===== src/rtl/axis_flit_serializer_tx.sv =====
// AXI-Stream word to credit-flow-controlled flit serializer.
// Words are buffered in a small FIFO, sliced LSB-first into flits and issued
// only while downstream credits are available.
//
// state  | meaning
// S_IDLE | no word held; the FIFO head, if any, is loaded and may issue slice 0 at once
// S_SEND | a word is held in word_q; idx_q is the next slice to issue
module axis_flit_serializer_tx #(
  parameter int TDATA_WIDTH          = 32,
  parameter int TID_WIDTH            = 2,
  parameter int TDEST_WIDTH          = 4,
  parameter int SERIALIZATION_FACTOR = 4,
  parameter int BUFFER_DEPTH         = 8,
  parameter int FLIT_BUFFER_DEPTH    = 4,
  localparam int FLIT_WIDTH = TDATA_WIDTH / SERIALIZATION_FACTOR,
  localparam int DEST_WIDTH = TID_WIDTH + TDEST_WIDTH,
  localparam int CREDIT_W   = $clog2(FLIT_BUFFER_DEPTH + 1),
  localparam int COUNT_W    = $clog2(BUFFER_DEPTH + 1)
) (
  input  logic                   clk_noc,
  input  logic                   rst_n,
  input  logic                   axis_in_tvalid,
  output logic                   axis_in_tready,
  input  logic [TDATA_WIDTH-1:0] axis_in_tdata,
  input  logic                   axis_in_tlast,
  input  logic [TID_WIDTH-1:0]   axis_in_tid,
  input  logic [TDEST_WIDTH-1:0] axis_in_tdest,
  output logic [FLIT_WIDTH-1:0]  data_out,
  output logic [DEST_WIDTH-1:0]  dest_out,
  output logic                   is_tail_out,
  output logic                   send_out,
  input  logic                   credit_in,
  output logic [CREDIT_W-1:0]    credit_count,
  output logic [COUNT_W-1:0]     fifo_count,
  output logic                   credit_err
);

  localparam int IDX_W   = (SERIALIZATION_FACTOR > 1) ? $clog2(SERIALIZATION_FACTOR) : 1;
  localparam int PTR_W   = $clog2(BUFFER_DEPTH);
  localparam int ENTRY_W = 1 + DEST_WIDTH + TDATA_WIDTH;
  localparam logic [IDX_W-1:0]    LAST_IDX   = IDX_W'(SERIALIZATION_FACTOR - 1);
  localparam logic [CREDIT_W-1:0] MAX_CREDIT = CREDIT_W'(FLIT_BUFFER_DEPTH);
  localparam logic [COUNT_W-1:0]  FULL_COUNT = COUNT_W'(BUFFER_DEPTH);

  typedef enum logic {S_IDLE, S_SEND} state_t;

  logic [ENTRY_W-1:0]    fifo_mem [BUFFER_DEPTH];
  logic [PTR_W-1:0]      wr_ptr_q, wr_ptr_d, rd_ptr_q, rd_ptr_d;
  logic [COUNT_W-1:0]    fifo_count_q, fifo_count_d;
  logic                  ready_en_q;
  state_t                state_q, state_d;
  logic [IDX_W-1:0]      idx_q, idx_d;
  logic [ENTRY_W-1:0]    word_q, word_d;
  logic [CREDIT_W-1:0]   credit_q, credit_d;
  logic                  credit_err_q, credit_err_d;
  logic                  send_q, send_d;
  logic [FLIT_WIDTH-1:0] data_q, data_d;
  logic [DEST_WIDTH-1:0] dest_q, dest_d;
  logic                  tail_q, tail_d;

  logic                  push, pop, fifo_empty, issue, last_slice;
  logic [ENTRY_W-1:0]    head, cur_word;
  logic [IDX_W-1:0]      cur_idx;

  // ready_en_q keeps tready low until the first clock after reset release
  assign axis_in_tready = ready_en_q && (fifo_count_q != FULL_COUNT);
  assign push           = axis_in_tvalid && axis_in_tready;
  assign fifo_empty     = (fifo_count_q == '0);
  assign head           = fifo_mem[rd_ptr_q];
  // In IDLE the FIFO head is issued directly so the first flit leaves on the pop cycle
  assign cur_word   = (state_q == S_SEND) ? word_q : head;
  assign cur_idx    = (state_q == S_SEND) ? idx_q : '0;
  assign issue      = ((state_q == S_SEND) || !fifo_empty) && (credit_q != '0);
  assign last_slice = (cur_idx == LAST_IDX);

  // Next state, slice index and word holding register
  always_comb begin
    state_d = state_q;
    idx_d   = idx_q;
    word_d  = word_q;
    pop     = 1'b0;
    case (state_q)
      S_IDLE: begin
        if (!fifo_empty) begin
          pop    = 1'b1;
          word_d = head;
          idx_d  = '0;
          if (issue && last_slice) begin
            state_d = S_IDLE;
          end else if (issue) begin
            state_d = S_SEND;
            idx_d   = IDX_W'(1);
          end else begin
            state_d = S_SEND;
          end
        end
      end
      S_SEND: begin
        if (issue) begin
          if (last_slice) begin
            idx_d = '0;
            if (!fifo_empty) begin
              pop    = 1'b1;
              word_d = head;
            end else begin
              state_d = S_IDLE;
            end
          end else begin
            idx_d = idx_q + IDX_W'(1);
          end
        end
      end
      default: state_d = S_IDLE;
    endcase
  end

  // FIFO pointers and occupancy
  always_comb begin
    wr_ptr_d     = push ? wr_ptr_q + PTR_W'(1) : wr_ptr_q;
    rd_ptr_d     = pop ? rd_ptr_q + PTR_W'(1) : rd_ptr_q;
    fifo_count_d = fifo_count_q;
    case ({push, pop})
      2'b10:   fifo_count_d = fifo_count_q + COUNT_W'(1);
      2'b01:   fifo_count_d = fifo_count_q - COUNT_W'(1);
      default: fifo_count_d = fifo_count_q;
    endcase
  end

  // Credit accounting with saturation and sticky overflow flag
  always_comb begin
    credit_d     = credit_q;
    credit_err_d = credit_err_q;
    if (issue && !credit_in) begin
      credit_d = credit_q - CREDIT_W'(1);
    end else if (!issue && credit_in) begin
      if (credit_q == MAX_CREDIT) credit_err_d = 1'b1;
      else                        credit_d     = credit_q + CREDIT_W'(1);
    end
  end

  // Registered flit outputs; payload holds its value between flits
  always_comb begin
    send_d = issue;
    data_d = data_q;
    dest_d = dest_q;
    tail_d = tail_q;
    if (issue) begin
      data_d = cur_word[cur_idx*FLIT_WIDTH +: FLIT_WIDTH];
      dest_d = cur_word[TDATA_WIDTH +: DEST_WIDTH];
      tail_d = last_slice && cur_word[ENTRY_W-1];
    end
  end

  // FIFO storage, written without reset since pointers define validity
  always_ff @(posedge clk_noc) begin
    if (push) fifo_mem[wr_ptr_q] <= {axis_in_tlast, axis_in_tid, axis_in_tdest, axis_in_tdata};
  end

  // State registers
  always_ff @(posedge clk_noc or negedge rst_n) begin
    if (!rst_n) begin
      wr_ptr_q     <= '0;
      rd_ptr_q     <= '0;
      fifo_count_q <= '0;
      ready_en_q   <= 1'b0;
      state_q      <= S_IDLE;
      idx_q        <= '0;
      word_q       <= '0;
      credit_q     <= MAX_CREDIT;
      credit_err_q <= 1'b0;
      send_q       <= 1'b0;
      data_q       <= '0;
      dest_q       <= '0;
      tail_q       <= 1'b0;
    end else begin
      wr_ptr_q     <= wr_ptr_d;
      rd_ptr_q     <= rd_ptr_d;
      fifo_count_q <= fifo_count_d;
      ready_en_q   <= 1'b1;
      state_q      <= state_d;
      idx_q        <= idx_d;
      word_q       <= word_d;
      credit_q     <= credit_d;
      credit_err_q <= credit_err_d;
      send_q       <= send_d;
      data_q       <= data_d;
      dest_q       <= dest_d;
      tail_q       <= tail_d;
    end
  end

  assign data_out     = data_q;
  assign dest_out     = dest_q;
  assign is_tail_out  = tail_q;
  assign send_out     = send_q;
  assign credit_count = credit_q;
  assign fifo_count   = fifo_count_q;
  assign credit_err   = credit_err_q;

endmodule


===== config.mk =====
export PLATFORM = sky130hd
export DESIGN_NAME = axis_flit_serializer_tx
export DESIGN_NICKNAME = d
export VERILOG_FILES = /design/src/rtl/axis_flit_serializer_tx.sv
export SDC_FILE = /design/constraint.sdc
export NUM_CORES = 1
export LEC_CHECK = 0
export BUFFER_PORTS_ARGS = -buffer_cell sky130_fd_sc_hd__clkbuf_2
export CORE_MARGIN = 2
export CORE_UTILIZATION = 52
export DETAILED_ROUTE_END_ITERATION = 8
export PLACE_DENSITY = 0.66
export SLEW_MARGIN = 20
export SYNTH_ARGS = -nofsm -noshare
export SYNTH_HDL_FRONTEND = slang
export SYNTH_SLANG_ARGS = --single-unit
export TNS_END_PERCENT = 100

===== constraint.sdc =====
create_clock -name clk_noc -period 5.41 [get_ports clk_noc]
set_input_delay 0.541 -clock clk_noc [delete_from_list [all_inputs] [get_ports clk_noc]]
set_output_delay 0.541 -clock clk_noc [all_outputs]
set_load 0.02 [all_outputs]

==> impl_metrics.ini <==
[layout]
n_antenna_cell = 0
stdcell_count = 1258
finish.net_count = 895
layout-drive-gt1-share_pct = 27.7
final_cell_mix = edfxtp_1, mux4_2, dfrtp_1, clkbuf_2, a21oi_1
stdcell_area_um2 = 17100
nFillCells = 2133
area_delta_synth_final_pct = 13.9
final_common_cell = edfxtp_1

[floorplanning]
start_util_pct = 52.6
die_w_um = 174
die_h_um = 174
pin_count = 68
core_area_um2 = 28500
dieArea_um2 = 30300
core.rowCount = 62

[sta]
post-route-min-period_ps = 2870
finalClockSkew_ps = 12.0
drv_slew = 0
rsz0062_at_grt = no
max_slew_margin_pct = 24.3
tns_ps = 0
hold_viol = 0
fin_crit_sh_pct = 53.0
tightest_slew_ps = 1130
worst_slack_ps = 2540
report.final.setup_viol = 0
fmax_mhz = 349

[worst_setup_path]
critPathMaxFanout = 82
cp_common_cell = xor2_1
start_kind = register
path_class = register to register
crit_family = flip-flops
cp_cell_sequence = o311ai_1, a21oi_4, buf_4, ha_1, a21oi_1, xor2_1, nor2_1, xor2_1
crit_buf_inv = 1
cp-end-kind = register
cp_data_arrival_time_ps = 3300
reg2reg_slack_ps = 2540
r2r_cells = 8
r2r_start = idx_q[0]$_DFFE_PN0P_
cp.depth = 8
critPathSlowestCell = dfrtp_1
worstSetupStartpoint = idx_q[0]$_DFFE_PN0P_
worstReg2RegEnd = fifo_count[2]$_DFFE_PN0P_
endpoint = fifo_count[2]$_DFFE_PN0P_
critPathRequiredTime_ps = 5850
cp_slowest_stage_delay_ps = 750

[clock_network]
post_cts_buffers = 0
hold_buffers = 0
clkTransAtPathRegs_ps = 60
tritoncts = built
clockBufferDepth = 3
cts_root_buffer = clkbuf_16
clock_latency_ps = 520
clkSinkCount = 385
cts_resized = 0
h-tree-depth = 2
cts_made_buffers = 39

[run_status]
outcome = complete, no violations

[route]
num_vias = 7373
avgRoutedWirePerCell_um = 23.1
avgViaCountPerCell = 5.86
routed_wl_um = 29100
route.detailed.drc = 0
firstDrtPassIters = 7
drt-initial-drc-count = 760
antenna_left = 0

[placement]
post_dp_cell_area_um2 = 15800
portBuffers = 67
dp_slack_ps = 2550
hpwl_um = 17200
gp_congestion = 0.821
dp_cells = 1186

[power]
leakage_nw = 5.89
sequentialPowerShare_pct = 43.9
peakVddDrop_mv = 0.284
p_int_mw = 6.57
p_comb_share_pct = 27.8
power_density_nw_per_um2 = 553
clkPwrFrac_pct = 28.3
swShare_pct = 30.6
p_switching_mw = 2.90

[yosys]
synth_async_sr_flop_share_pct = 19.0
synthCells = 761
yosys_warnings = 0
synth-seq-area-share_pct = 74.5
synthFlopType = edfxtp_1
synth-edff-count = 312
synth_seq_cells = 385
yosysUniqueCellTypes = 48
avgSynthCellArea_um2 = 19.7
synth_nets = 812
synth.cell_area_um2 = 15000

[global_route]
grt_max_degree = 83
grtUsageMet1_pct = 27.3
gr-total-overflow = 0
grt_busiest_layer = met2
gr-usage-met2_pct = 32.8
grt_pass1_wl_um = 44900
antenna_found_initial = 2
track_usage_pct = 19.7
first_global_vias = 7635
use_met3_pct = 3.43

[job]
drv_cap = 0

[worst_hold_path]
hold_path_class = input port to asynchronous set/reset pin
[Yosys cell counts (4+ instances only)]
cell      number  share of area [%]
nor2b_1       14               0.58
dfrtp_1       72                 12
a21oi_1       46                1.5
nand2_1       12               0.30
a222oi_1      13               0.87
mux2i_1       39                2.6
xor2_1         7               0.41
inv_1          7               0.17
clkbuf_1      11               0.27
edfxtp_1     312                 62
buf_2         23               0.77
nor2_1        50                1.2
mux4_1         4               0.70
o21ai_0       19               0.63
mux4_2        82                 12
ha_1           7               0.58
buf_6          4               0.30
[layout make-up]
type                            instances  area (um2)  area share [%]
Inverter                                8        30.0           0.175
Multi-Input combinational cell        328        3640            21.3
Clock inverter                         14         164           0.958
Timing Repair Buffer                   82         468            2.73
Sequential cell                       385       11200            65.5
Tap cell                              384         480            2.81
Clock buffer                           57        1130            6.58
[how the worst min path moves through the flow]
stage | startpoint | endpoint | cells after the start
detailed placement | credit_err$_DFFE_PN0P_ | credit_err$_DFFE_PN0P_ | 1
floorplan | rst_n | credit_count[0]$_DFFE_PN0P_ | 0
global route | axis_in_tdata[10] | fifo_mem[0][10]$_DFFE_PP_ | 1
global placement | credit_err$_DFFE_PN0P_ | credit_err$_DFFE_PN0P_ | 1
CTS | rst_n | fifo_count[0]$_DFFE_PN0P_ | 2
finish | rst_n | dest_out[5]$_DFFE_PN0P_ | 2
[per-stage QoR]
stage	utilization (%)	hold WS, ps	total power, mW
6_report	60.0	238	9.47
5_1_grt	60.0	299	9.93
4_1_cts	59.9	268	9.55
3_5_place_dp	55.3	460	6.86
3_3_place_gp	55.3	459	6.74
2_1_floorplan	-	245	6.07
[power groups by stage]
stage	clock network, mW	registers, mW	logic [mW]
after floorplan	0	4.03	2.04
after global placement	0	4.25	2.50
after CTS	2.73	4.24	2.58
after detailed placement	0	4.29	2.57
final	2.68	4.15	2.64
after global routing	2.86	4.21	2.86
[sequential cells by signal, indices dropped and copies added, names as in the netlist, 2 cells and up]
register	flops
fifo_count	4
wr_ptr_q	3
data_out	8
fifo_mem	312
dest_out	6
idx_q	2
word_q	39
credit_count	3
rd_ptr_q	3
[logic make-up (layout without fill, tap and decap cells)]
| kind of cell | Yosys count | count (layout) | synth area share (%) |
|---|---|---|---|
| multiplexers | 128 | 128 | 15.8 |
| AND/OR/NAND/NOR | 95 | 95 | 3.12 |
| other | 1 | 1 | 0.0250 |
| buffers and inverters | 48 | 161 | 1.64 |
| AO/OA/AOI/OAI | 86 | 86 | 3.53 |
| adder cells (fa/ha/maj) | 8 | 8 | 0.716 |
| XOR/XNOR | 10 | 10 | 0.583 |
| flip-flops | 385 | 385 | 74.5 |
[metal layers]
layer	wire, um	part of all wire, %
met1	12500	43
met2	14600	50
met3	1440	4.9
met4	515	1.8
met5	23	0.079
Note: power is estimated with default switching activity, not from simulation.
